$ cat src/rtl/seqdet_pkg.sv
// Shared constants and helpers for the parametrised serial-pattern detector.
package seqdet_pkg;

  localparam int         MAX_PAT_W       = 16;
  localparam logic [4:0] DEFAULT_PATTERN = 5'b10110;

  function automatic int state_w(input int pat_w);
    return $clog2(pat_w + 1);
  endfunction

  // The newest bit sits at window[0]. pattern_top holds the first k pattern bits right-aligned.
  function automatic logic prefix_eq(input logic [MAX_PAT_W-1:0] window,
                                     input logic [MAX_PAT_W-1:0] pattern_top,
                                     input int                   k);
    logic eq;
    eq = 1'b1;
    for (int i = 0; i < MAX_PAT_W; i++) begin
      if (i < k && window[i] != pattern_top[i]) eq = 1'b0;
    end
    return eq;
  endfunction

endpackage

$ cat src/rtl/seqdet_next_state.sv
// Combinational next-state search. It returns the longest pattern prefix, no longer
// than base+1, that ends at the newest bit.
module seqdet_next_state
  import seqdet_pkg::*;
#(
  parameter int PAT_W = 5,
  parameter int SW    = state_w(PAT_W)
) (
  input  logic [PAT_W-2:0] history,
  input  logic             in_bit,
  input  logic [PAT_W-1:0] pattern,
  input  logic [SW-1:0]    base,
  output logic [SW-1:0]    next_k
);

  logic [MAX_PAT_W-1:0] window;
  logic [MAX_PAT_W-1:0] pat_ext;

  // Ascending scan. The last hit wins, so the longest qualifying prefix has priority.
  always_comb begin
    window  = MAX_PAT_W'({history, in_bit});
    pat_ext = MAX_PAT_W'(pattern);
    next_k  = '0;
    for (int k = 1; k <= PAT_W; k++) begin
      if (k <= int'(base) + 1 && prefix_eq(window, pat_ext >> (PAT_W - k), k))
        next_k = SW'(k);
    end
  end

endmodule

$ cat src/rtl/seq_detector_param.sv
// Moore detector for a run-time-loadable PAT_W-bit pattern, received MSB first.
// It also keeps a saturating match counter.
//   state     | meaning
//   0         | no pattern bits matched
//   1..PAT_W-1| last k bits equal the first k pattern bits
//   PAT_W     | full match; out rises on the following edge
module seq_detector_param
  import seqdet_pkg::*;
#(
  parameter int               PAT_W   = 5,
  parameter logic [PAT_W-1:0] PATTERN = PAT_W'(DEFAULT_PATTERN),
  parameter int               CNT_W   = 8
) (
  input  logic                      clk,
  input  logic                      rst,
  input  logic                      in_valid,
  input  logic                      in_bit,
  input  logic                      cfg_load,
  input  logic [PAT_W-1:0]          cfg_pattern,
  input  logic                      cfg_overlap,
  input  logic                      cnt_clr,
  output logic                      out,
  output logic [state_w(PAT_W)-1:0] state,
  output logic [CNT_W-1:0]          match_count
);

  localparam int               SW      = state_w(PAT_W);
  localparam logic [SW-1:0]    FULL    = SW'(PAT_W);
  localparam logic [CNT_W-1:0] CNT_MAX = '1;

  logic [PAT_W-1:0] pattern_q, pattern_d;
  logic [PAT_W-2:0] hist_q, hist_d;
  logic [SW-1:0]    state_q, state_d;
  logic             out_q, out_d;
  logic [CNT_W-1:0] cnt_q, cnt_d;

  logic [SW-1:0]    base;
  logic [SW-1:0]    next_k;
  logic [PAT_W-1:0] window;
  logic             match_entry;

  // In non-overlap mode, a completed match restarts the search from scratch.
  assign base   = (state_q == FULL && !cfg_overlap) ? '0 : state_q;
  assign window = {hist_q, in_bit};

  seqdet_next_state #(.PAT_W(PAT_W), .SW(SW)) u_next (
    .history (hist_q),
    .in_bit  (in_bit),
    .pattern (pattern_q),
    .base    (base),
    .next_k  (next_k)
  );

  assign match_entry = !cfg_load && in_valid && (next_k == FULL);

  always_comb begin
    pattern_d = pattern_q;
    hist_d    = hist_q;
    state_d   = state_q;
    out_d     = (state_q == FULL);
    cnt_d     = cnt_q;
    if (cfg_load) begin
      pattern_d = cfg_pattern;
      hist_d    = '0;
      state_d   = '0;
      out_d     = 1'b0;
    end else if (in_valid) begin
      hist_d  = window[PAT_W-2:0];
      state_d = next_k;
    end
    if (cnt_clr)
      cnt_d = '0;
    else if (match_entry && cnt_q != CNT_MAX)
      cnt_d = cnt_q + 1'b1;
  end

  always_ff @(posedge clk) begin
    if (rst) begin
      pattern_q <= PATTERN;
      hist_q    <= '0;
      state_q   <= '0;
      out_q     <= 1'b0;
      cnt_q     <= '0;
    end else begin
      pattern_q <= pattern_d;
      hist_q    <= hist_d;
      state_q   <= state_d;
      out_q     <= out_d;
      cnt_q     <= cnt_d;
    end
  end

  assign out         = out_q;
  assign state       = state_q;
  assign match_count = cnt_q;

endmodule

$ cat config.mk
export PLATFORM = sky130hd
export DESIGN_NAME = seq_detector_param
export DESIGN_NICKNAME = d
export VERILOG_FILES = /design/src/rtl/seqdet_pkg.sv /design/src/rtl/seqdet_next_state.sv /design/src/rtl/seq_detector_param.sv
export SDC_FILE = /design/constraint.sdc
export NUM_CORES = 1
export LEC_CHECK = 0
export CAP_MARGIN = 10
export CORE_MARGIN = 1.5
export CORE_UTILIZATION = 45
export CTS_BUF_LIST = sky130_fd_sc_hd__clkbuf_4 sky130_fd_sc_hd__clkbuf_8 sky130_fd_sc_hd__clkbuf_16
export CTS_CLUSTER_SIZE = 14
export DETAILED_ROUTE_END_ITERATION = 10
export DONT_BUFFER_PORTS = 1
export PLACE_DENSITY_LB_ADDON = 0.08
export SLEW_MARGIN = 20
export SYNTH_ARGS = -nofsm -noshare
export SYNTH_HDL_FRONTEND = slang
export SYNTH_HIERARCHICAL = 1
export SYNTH_SLANG_ARGS = --single-unit
$ cat constraint.sdc
create_clock -name clk -period 7.4 [get_ports clk]
set_input_delay 1.85 -clock clk [delete_from_list [all_inputs] [get_ports clk]]
set_output_delay 1.85 -clock clk [all_outputs]
set_load 0.01 [all_outputs]
==> results.cfg <==
[cells_and_area]
mostFrequentLayoutCells = dfxtp_1 (21), nor2_1 (12), mux2i_1 (12), nand2_1 (11), xnor2_1 (11)
instances_no_fill = 168
final_core_util_pct = 48.09
layout-drive-gt1-share_pct = 16.79
final_common_cell = dfxtp_1
final_nets = 154
area_growth_pct = -0.1869
diodes = 0

[die]
die_x_um = 57.57
num_io_pins = 24
die_area_mm2 = 0.003314
start_util_pct = 48.18
fp.dieH_um = 57.57
core.rowCount = 19
coreArea_mm2 = 0.002781

[sta]
maxSlewViolCount = 0
finalSetupTns_ps = 0
setup_viol = 0
clock_skew_ps = 6.554
max_freq_mhz = 232.7
rsz0062_at_grt = false
maxSlewHeadroom_pct = 55.41
min_period_ps = 4298
post-route-period-util_pct = 58.08
tightestPinTransition_ps = 662.8
hold_viol_final = 0
setup_ws_ps = 3102

[routing]
wirelength_um = 2653
drt_iter0_markers = 58
ant_nets = 0
drt-pass1-iter-count = 4
via_per_inst = 5.792
drc = 0
wl_per_cell_um = 15.79
vias = 973

[placement]
placedCellCount = 164
place_ws_ps = 2812
port-buffer-count = 0
post-dp-hpwl_um = 2035
gp_congestion = 0.8078

[hold_path]
min_to = hist_q[3]
holdPathStages = 2
hold_class = reg2reg
min-delay-start = hist_q[3]

[clock_network]
path_clk_slew_ps = 120
cts_max_level = 1
cts_sinks = 21
cts_buffer_depth = 2
cts_setup_buffers = 0
hold_buffers = 0
root_buffer = clkbuf_4
clock_latency_ps = 300
tritoncts = built
cts-resized-gates = 0
cts_buffers = 3

[synthesis]
syn_nets = 157
syn_avg_cell_area_um2 = 9.504
yosysSeqAreaShare_pct = 31.37
ys_warn_count = 6
synthArstFlopShare_pct = 0
synth_edf_count = 0
synthDistinctLibCells = 48
synthCells = 141
ys_ff_latch = 21
synth_flop_cell = dfxtp_1
syn-cell-area_mm2 = 0.001340

[critical_path]
critical_path_peak_fanout = 6
crit_path_end_kind = register
reg2reg_depth = 11
critical_path_required_ps = 7640
critPathKind = in2reg
r2r_start = state[1]
crit_path_max_incr_delay_ps = 560
cp-start-kind = primary input
reg2reg_to = match_count[6]
path_cells = nor2_1 > a21boi_0 > inv_1 > ha_1 > a31oi_1 > nand4_1 > a21oi_2 > a21oi_1 > nand4bb_1 > nor3_1 > mux2i_1
cp.arrival_ps = 4540
rrSetupSlack_ps = 4020
slowest_stage = a21boi_0

[global_routing]
grt_pass1_vias = 982
grt_first_pass_wirelength_um = 4692
overflow = 0
antenna_found_initial = 0
grt.total_usage_pct = 18.06
grt_start_max_net_pins = 13

[job]
max_cap_viol_count = 0

[outcome]
status = finished, final reports clean

[power_and_ir_drop]
ir_drop_v = 0.00009838
p_per_area_mw_per_mm2 = 143.5
cellLeakagePower_uw = 0.0004661
==> synth_stat cells (all sizes together) (3+ instances only) <==
| cell | instances | area (µm²) |
|---|---|---|
| dfxtp | 21 | 420.4 |
| buf | 6 | 51.30 |
| and2b | 3 | 26.28 |
| inv | 3 | 11.26 |
| and2 | 3 | 22.53 |
| nor2 | 13 | 51.30 |
| mux2i | 12 | 120.1 |
| a21oi | 5 | 32.53 |
| ha | 4 | 50.05 |
| nand2 | 11 | 41.29 |
| a31oi | 4 | 25.02 |
| a211o | 3 | 30.03 |
| a21boi | 3 | 22.52 |
| a211oi | 4 | 50.05 |
| nand4 | 3 | 18.77 |
| xnor2 | 11 | 96.34 |
| xor2 | 4 | 35.03 |
==> registers in the layout (all words and copies together) (netlist names) <==
register and flops:
match_count 8, pattern_q 5, hist_q 4, state 3, out 1
==> worst max-delay path, delay by kind of cell <==
kind / cells / cell delay, ps
adder cells (fa/ha/maj): 1 / 340
AO/OA/AOI/OAI: 4 / 1190
buffers and inverters: 1 / 100
AND/OR/NAND/NOR: 4 / 840
multiplexers: 1 / 210
==> stage by stage <==
stage / hold WS, ps / area (µm²) / total power (µW)
CTS: 548.2 / 1338 / 195.3
detailed placement: 513.7 / 1310 / 140.2
finish: 542.0 / 1338 / 191.9
global route: 571.4 / 1338 / 203.1
floorplan: 480.4 / 1340 / 141.8
global placement: 496.0 / 1310 / 139.9
==> layout make-up <==
cell class              instances  area, µm²
clock buffers                   3      22.52
well taps                      31      38.79
fillers                       269       1444
clock inverters                 1      5.005
inverters                       3      11.26
flip-flops and latches         21      420.4
multi-input cells             109      839.6
==> worst max-delay path by stage <==
stage	startpoint	endpoint	slack (ps)	cells after the start
after floorplan	cfg_overlap	match_count[6]	3310	11
after global placement	cfg_overlap	match_count[6]	2930	11
after detailed placement	cfg_overlap	match_count[6]	2810	11
after CTS	cfg_overlap	match_count[6]	3130	11
after global routing	cfg_overlap	match_count[6]	2850	11
final	cfg_overlap	match_count[6]	3100	11
==> kinds of logic (layout without fill, tap and decap cells) <==
kind of cell | Yosys count | in the layout | synth area share [%]
flip-flops | 21 | 21 | 31.37
XOR/XNOR | 15 | 15 | 9.803
AND/OR/NAND/NOR | 49 | 49 | 21.29
buffers and inverters | 11 | 7 | 5.975
adder cells (fa/ha/maj) | 4 | 4 | 3.735
AO/OA/AOI/OAI | 29 | 29 | 18.86
multiplexers | 12 | 12 | 8.964
==> report_power, final <==
part	switching (µW)	leakage, µW	internal (µW)
Combinational	8.26	0.000278	10.5
Clock	33.9	0.0000177	20.1
Sequential	3.78	0.000171	115
==> metal layers <==
metal / vias to the layer above / wire length (µm) / track usage, %
met2: 18 / 1146 / 26.30
met5: - / 0 / 0
met1: 455 / 1388 / 25.42
li1: 498 / - / -
met4: 0 / 17 / 4.983
met3: 2 / 100 / 6.122
(Power assumes the default switching activity.)
